### src/rtl/root_power_loader.sv
// Streams twiddle beats (W and Shoup WQ) into per-stage root-power banks:
// beats fill a row lane by lane, each full row is written to its stage's bank.
module root_power_loader #(
  parameter  int FSIZE = 64,
  parameter  int E     = 8,
  parameter  int logE  = 3,
  parameter  int N     = 4096,
  localparam int L     = E / 2,
  localparam int R     = N / L,
  localparam int AW    = (R > 1) ? $clog2(R) : 1
) (
  input  logic                                 clk,
  input  logic                                 rstn,
  input  logic                                 start,
  input  logic                                 abort,
  output logic                                 busy,
  output logic                                 done,
  input  logic                                 s_valid,
  output logic                                 s_ready,
  input  logic [FSIZE-1:0]                     s_w,
  input  logic [FSIZE-1:0]                     s_wq,
  output logic [logE-1:0][AW-1:0]              w_waddr,
  output logic [logE-1:0][AW-1:0]              wq_waddr,
  output logic [logE-1:0][L-1:0][FSIZE-1:0]    w_wdata,
  output logic [logE-1:0][L-1:0][FSIZE-1:0]    wq_wdata,
  output logic [logE-1:0][L-1:0]               w_wren,
  output logic [logE-1:0][L-1:0]               wq_wren
);

  localparam int LW = (L > 1) ? $clog2(L) : 1;
  localparam int SW = (logE > 1) ? $clog2(logE) : 1;
  localparam logic [LW-1:0] LANE_MAX  = LW'(L - 1);
  localparam logic [AW-1:0] ROW_MAX   = AW'(R - 1);
  localparam logic [SW-1:0] STAGE_MAX = SW'(logE - 1);

  typedef enum logic [1:0] {IDLE, LOAD, DONE} state_e;

  state_e                           state_q;
  logic [LW-1:0]                    lane_q;
  logic [AW-1:0]                    row_q;
  logic [SW-1:0]                    stage_q;
  logic [L-1:0][FSIZE-1:0]          w_buf_q, wq_buf_q;
  logic [L-1:0][FSIZE-1:0]          w_row, wq_row;
  logic                             done_q;
  logic [logE-1:0][L-1:0]           wren_q;
  logic [logE-1:0][AW-1:0]          waddr_q;
  logic [logE-1:0][L-1:0][FSIZE-1:0] w_wdata_q, wq_wdata_q;
  logic                             acc;

  assign s_ready = (state_q == LOAD) && !abort;
  assign acc     = s_valid && s_ready;

  // The completing beat bypasses the buffer so its row is written the next cycle.
  always_comb begin
    w_row          = w_buf_q;
    wq_row         = wq_buf_q;
    w_row[lane_q]  = s_w;
    wq_row[lane_q] = s_wq;
  end

  always_ff @(posedge clk or negedge rstn) begin
    if (!rstn) begin
      state_q    <= IDLE;
      lane_q     <= '0;
      row_q      <= '0;
      stage_q    <= '0;
      w_buf_q    <= '0;
      wq_buf_q   <= '0;
      done_q     <= 1'b0;
      wren_q     <= '0;
      waddr_q    <= '0;
      w_wdata_q  <= '0;
      wq_wdata_q <= '0;
    end else begin
      wren_q <= '0;
      done_q <= 1'b0;
      case (state_q)
        IDLE: begin
          if (start) begin
            state_q <= LOAD;
            lane_q  <= '0;
            row_q   <= '0;
            stage_q <= '0;
          end
        end
        LOAD: begin
          if (abort) begin
            state_q <= IDLE;
            lane_q  <= '0;
            row_q   <= '0;
            stage_q <= '0;
          end else if (acc) begin
            w_buf_q[lane_q]  <= s_w;
            wq_buf_q[lane_q] <= s_wq;
            if (lane_q == LANE_MAX) begin
              lane_q              <= '0;
              wren_q[stage_q]     <= '1;
              waddr_q[stage_q]    <= row_q;
              w_wdata_q[stage_q]  <= w_row;
              wq_wdata_q[stage_q] <= wq_row;
              if (row_q == ROW_MAX) begin
                row_q <= '0;
                if (stage_q == STAGE_MAX) begin
                  stage_q <= '0;
                  state_q <= DONE;
                  done_q  <= 1'b1;
                end else begin
                  stage_q <= stage_q + 1'b1;
                end
              end else begin
                row_q <= row_q + 1'b1;
              end
            end else begin
              lane_q <= lane_q + 1'b1;
            end
          end
        end
        DONE:    state_q <= IDLE;
        default: state_q <= IDLE;
      endcase
    end
  end

  assign busy     = (state_q != IDLE);
  assign done     = done_q;
  assign w_wren   = wren_q;
  assign wq_wren  = wren_q;
  assign w_waddr  = waddr_q;
  assign wq_waddr = waddr_q;
  assign w_wdata  = w_wdata_q;
  assign wq_wdata = wq_wdata_q;

endmodule

### config.mk
export PLATFORM = sky130hd
export DESIGN_NAME = root_power_loader
export DESIGN_NICKNAME = d
export VERILOG_FILES = /design/src/rtl/root_power_loader.sv
export SDC_FILE = /design/constraint.sdc
export NUM_CORES = 2
export LEC_CHECK = 0
export ABC_AREA = 1
export ABC_CLOCK_PERIOD_IN_PS = 1900
export CAP_MARGIN = 15
export CORE_AREA = 10 10 675 677
export CTS_BUF_LIST = sky130_fd_sc_hd__clkbuf_8
export CTS_CLUSTER_DIAMETER = 50
export CTS_CLUSTER_SIZE = 10
export DETAILED_ROUTE_END_ITERATION = 10
export DIE_AREA = 0 0 685 687
export PLACE_DENSITY = 0.48
export SKIP_CTS_REPAIR_TIMING = 1
export SLEW_MARGIN = 20
export SYNTH_ARGS = -nofsm -noshare
export SYNTH_HDL_FRONTEND = slang
export SYNTH_SLANG_ARGS = --single-unit
### constraint.sdc
create_clock -name clk -period 1.9 [get_ports clk]
set_input_delay 0.57 -clock clk [delete_from_list [all_inputs] [get_ports clk]]
set_output_delay 0.57 -clock clk [all_outputs]
set_load 0.1 [all_outputs]
## Word-level counts from Yosys, hierarchy flattened

Index checks and enable logic that the tools add are counted.

| operators by class | value |
|---|---|
| add/subtract/negate cells | 3 |
| order comparisons | 4 |
| equality and inequality tests | 9 |
| mux-type cells | 47 |
| bitwise operators | 1 |
| reductions and logical operators | 14 |

Operator list:

| kind | number |
|---|---|
| $bwmux W768 | 2 |
| $bwmux W256 | 2 |
| $demux W256 S2 | 1 |
| $mux W256 | 1 |
| $demux W64 S2 | 1 |
| $mux W64 | 1 |
| $mux W10 | 6 |
| $mux W12 | 4 |
| $bwmux W30 | 1 |
| $mux W2 | 15 |
| $demux W10 S2 | 1 |
| $pmux W10 S2 | 1 |
| $pmux W2 S2 | 3 |
| $add A10 B1 Y10 const B | 1 |
| $eq A10 B10 Y1 const B | 1 |
| $reduce_and A5 Y1 | 2 |
| $ne A3 B2 Y1 const B | 3 |
| $demux W4 S2 | 1 |
| $reduce_and A4 Y1 | 2 |
| $lt A2 B3 Y1 const B | 2 |
| $mux W1 | 6 |
| $reduce_and A3 Y1 | 2 |
| $add A2 B1 Y2 const B | 2 |
| $eq A2 B2 Y1 const B | 2 |
| other kinds (10) | 15 |

| word-level totals | value |
|---|---|
| register bits after elaboration | 2107 |
| input port bits | 133 |
| word-level logic and storage cells | 121 |

## Longest topological paths before layout

| depth | value |
|---|---|
| depth after elaboration | 8 |
| gate-level depth with buffers | 11 |
| depth with buffers taken out | 9 |

## Least setup slack after synthesis

OpenSTA, ideal clock, no wires.

| timing | value |
|---|---|
| kind | input to register |
| start | input port abort |
| end | register w_wdata_q, in the netlist w_wdata[509] |
| setup time | 69 ps |
| arrival time | 2167 ps |
| required time | 1831 ps |
| slack | -336 ps |
| stages | 8 |
| buffers on the path | 3 |
| path through | nor2_4 nand2_1 nor2_1 buf_4 buf_4 buf_4 nand2_1 nand2_1 |

| between the ends | value |
|---|---|
| cells in the longest elaborated chain, start to end | 4 |

RTL lines:

| element | line | text |
|---|---|---|
| start: declaration | 15 | `input logic abort,` |
| $logic_not A1 Y1 | 50 | `assign s_ready = (state_q == LOAD) && !abort;` |
| $logic_and A1 B1 Y1 | 50 |  |
| $logic_and A1 B1 Y1 | 51 | `assign acc = s_valid && s_ready;` |
| $reduce_and A4 Y1 (no source line) * | -- |  |
| end signal: indexed assignment | 99 | `w_wdata_q[stage_q] <= w_row;` |
| end: declaration | 47 | `logic [logE-1:0][L-1:0][FSIZE-1:0] w_wdata_q, wq_wdata_q;` |

Every way passes the cells marked *; elsewhere a longest branch is shown, timed or not.
A chain may end at the register's enable or synchronous reset.

## Worst setup path after layout

| timing | value |
|---|---|
| start | register state_q[1] |
| end | output port s_ready |

| between the ends | value |
|---|---|
| cells in the longest elaborated chain, start to end | 2 |

RTL lines:

| element | line | text |
|---|---|---|
| start: declaration | 38 | `state_e state_q;` |
| start signal: assignment | 63 | `state_q <= IDLE;` |
| start signal: assignment | 80 | `state_q <= LOAD;` |
| start signal: assignment | 88 | `state_q <= IDLE;` |
| $eq A2 B1 Y1 | 50 |  |
| $logic_and A1 B1 Y1 | 50 |  |
| end: declaration | 19 | `output logic s_ready,` |

No other way between the ends.

==> results.txt <==
status = finished, violations left
violated checks = negative setup slack
Fmax achieved = 380 MHz
Max Buffers Root-to-Sink = 4
Clk pwr share = 29.6%
die height = 687 um
Die Span X = 685 um
Peak VDD IR = 0.000628 V
initial antenna violation count = 48
Post-Route Utilization = 33.1%
core area = 441000 um^2
FF-to-FF setup slack = -0.35 ns
Syn Area/Cell = 8.55 um^2
skew final = 0.0964 ns
unrepaired setup endpoints after global routing = true
NetSw = 62.2 mW
Starting Density = 19.7%
Final Non-Filler Cells = 19054
post-synth top area share = 60.3%
clock slew at reported path FFs = 0.06 ns
# setup viols final = 2733
Die Area = 471000 um^2
worst-margin pin slew = 1.03 ns
CTS root buf = clkbuf_8
crit path capture type = output pin
DRC = 0
sw frac = 39.6%
pre-CTS setup slack = -0.831 ns
CTS tree = yes
first-pass GRT wire length = 644 mm
Async SR Flop Fraction = 100%
DP Cell Count = 18304
Flop pwr share = 34.0%
most instantiated library cell after synthesis = nand2_1
Inserted Clock Buffers = 338
fin nets = 13005
Power Internal = 94.9 mW
Synth cell types = 25
Yosys reg bits = 2098
vias in the first global route = 78494
Post-synth EDFFs = 0
Hold Path Class = in2async
Max-cap violations = 0
Syn-to-layout area delta = 67.6%
Arr. time, crit path = 2.06 ns
Leakage = 71.3 nW
I/O pin count = 1756
Total Routing Usage GR = 19.0%
CP Max Fanout = 3
Vias per Instance = 4.18
yosys warns = 0
sequential share of the synthesized area = 60.3%
Post-DP HPWL = 369 mm
Setup crit start kind = flip-flop
WS Path Type = reg2out
CTS H-tree lvls = 5
wirelength, routed = 467 mm
final setup margin = -0.729 ns
final worst-path cycle share = 138%
TritonCTS Sinks = 2098
ys flop type = dfrtp_1
main area contributors after synthesis = dfrtp_1 60%, nand2_1 16%, o21ai_0 14%, inv_1 4.5%, clkbuf_1 1.7%
Final ANT Viol Nets = 0
final hold violations = 0
Post-Syn Area = 87000 um^2
drt first pass iters = 6
GRT Residual Overflow = 0
Vias = 79640
Commonest cells post-synth = 3616 x nand2_1, 2414 x o21ai_0, 2098 x dfrtp_1
later-pin clock latency in the skew report = 1.08 ns
Tmin final = 2.63 ns
PD cells = 1080 nW/um^2
post-DR wirelength/cell = 24.5 um
share of layout cells above drive strength 1 = 27.9%
Cells after Synth = 10175
final slew viol count = 0
critical path required time = 1.33 ns
largest net degree at the start of global routing = 146
slew margin rel. = 31.2%
Syn Nets = 10313
GP Congestion = 0.853
Synth area leader = dfrtp_1
IO Port Bufs = 1755
Placement Rows = 244
Initial DRC Count = 5729
logic gate share of total power = 36.4%
[registers in the layout (all words and copies together), names as in the netlist]
name and flops:
done 1, lane_q 2, row_q 10, stage_q 2, state_q 2, w_buf_q 256
w_waddr 30, w_wdata 768, w_wren 3, wq_buf_q 256, wq_wdata 768
[final timing paths]
check | cells past startpoint | to | startpoint
min in group clk | 4 | state_q[0]$_DFFE_PN0P_ | start
max in group asynchronous | 4 | wq_wdata[195]$_DFFE_PN0P_ | rstn
min reg2reg | 2 | stage_q[0]$_DFFE_PN0P_ | stage_q[0]$_DFFE_PN0P_
max reg2reg | 9 | wq_wdata[98]$_DFFE_PN0P_ | state_q[1]$_DFFE_PN0P_
min | 2 | wq_buf_q[43]$_DFFE_PN0P_ | rstn
max | 6 | s_ready | state_q[1]$_DFFE_PN0P_
[through the flow]
step                setup TNS [ns]  hold slack, ns  cell area [um^2]  power, mW
floorplan                  -397.57           0.274             87100       77.3
global placement          -1358.62           0.506            137000        112
detailed placement        -1365.50           0.517            137000        112
CTS                       -1005.39          -0.691            145000        160
global route              -1108.16          0.0123            146000        165
finish                     -615.55           0.146            146000        157
[routing by layer]
layer / GRT usage (%) / wire, um
met1: 21.2 / 173000
met4: 8.69 / 25500
met5: 0 / 141
met2: 32.9 / 230000
met3: 6.32 / 38200
[cell families after synthesis]
family | count (synthesis) | synth area share (%)
buffers and inverters | 1784 | 8.68
adder cells (fa/ha/maj) | 5 | 0.0719
AO/OA/AOI/OAI | 2608 | 15.0
XOR/XNOR | 1 | 0.0101
flip-flops | 2098 | 60.3
AND/OR/NAND/NOR | 3679 | 15.9
[worst max-delay path, stage by stage (launching register included)]
cell and delay (ns):
dfrtp_1 0.40, inv_2 0.07, nand2_2 0.08, nor2_4 0.13, buf_6 0.12, buf_6 0.10, buf_12 0.16
[layout by cell type, fill, tap and decap left out, types with 3 or more instances in the layout]
cell type / instances
nand2_1: 3612
o21ai_0: 2381
dfrtp_1: 1964
buf_12: 1866
inv_1: 1081
buf_4: 1081
clkbuf_8: 386
o21ai_1: 190
dfrtp_2: 134
clkdlybuf4s50_1: 131
clkinv_2: 54
bufinv_16: 45
nor2_1: 43
a21oi_1: 34
diode_2: 30
clkinvlp_4: 27
inv_6: 17
clkinv_4: 12
nand3_1: 9
inv_12: 6
clkinv_8: 5
inv_2: 4
inv_8: 4
ha_4: 4
buf_6: 4
buf_8: 4
nor2_4: 3
nor3_1: 3
[final cells by class]
| cell class | count | area (um^2) |
|---|---|---|
| inverter | 1048 | 3940 |
| clock inverter | 207 | 2430 |
| clock buffer | 386 | 5310 |
| multi-input combinational | 6293 | 27100 |
| timing repair buffer | 3088 | 46900 |
| antenna | 30 | 75.1 |
| tap | 5904 | 7390 |
| fill | 45085 | 295000 |
| sequential | 2098 | 52700 |
[power groups by stage]
stage	Clock [mW]	Sequential [mW]	Combinational, mW
final	46.5	53.4	57.3
after global routing	49.9	54.0	60.9
after CTS	48.0	53.4	58.1
after detailed placement	0	54.2	57.9
after global placement	0	54.1	57.6
after floorplan	0	63.1	14.1
Power figures use the tool's default switching activity.
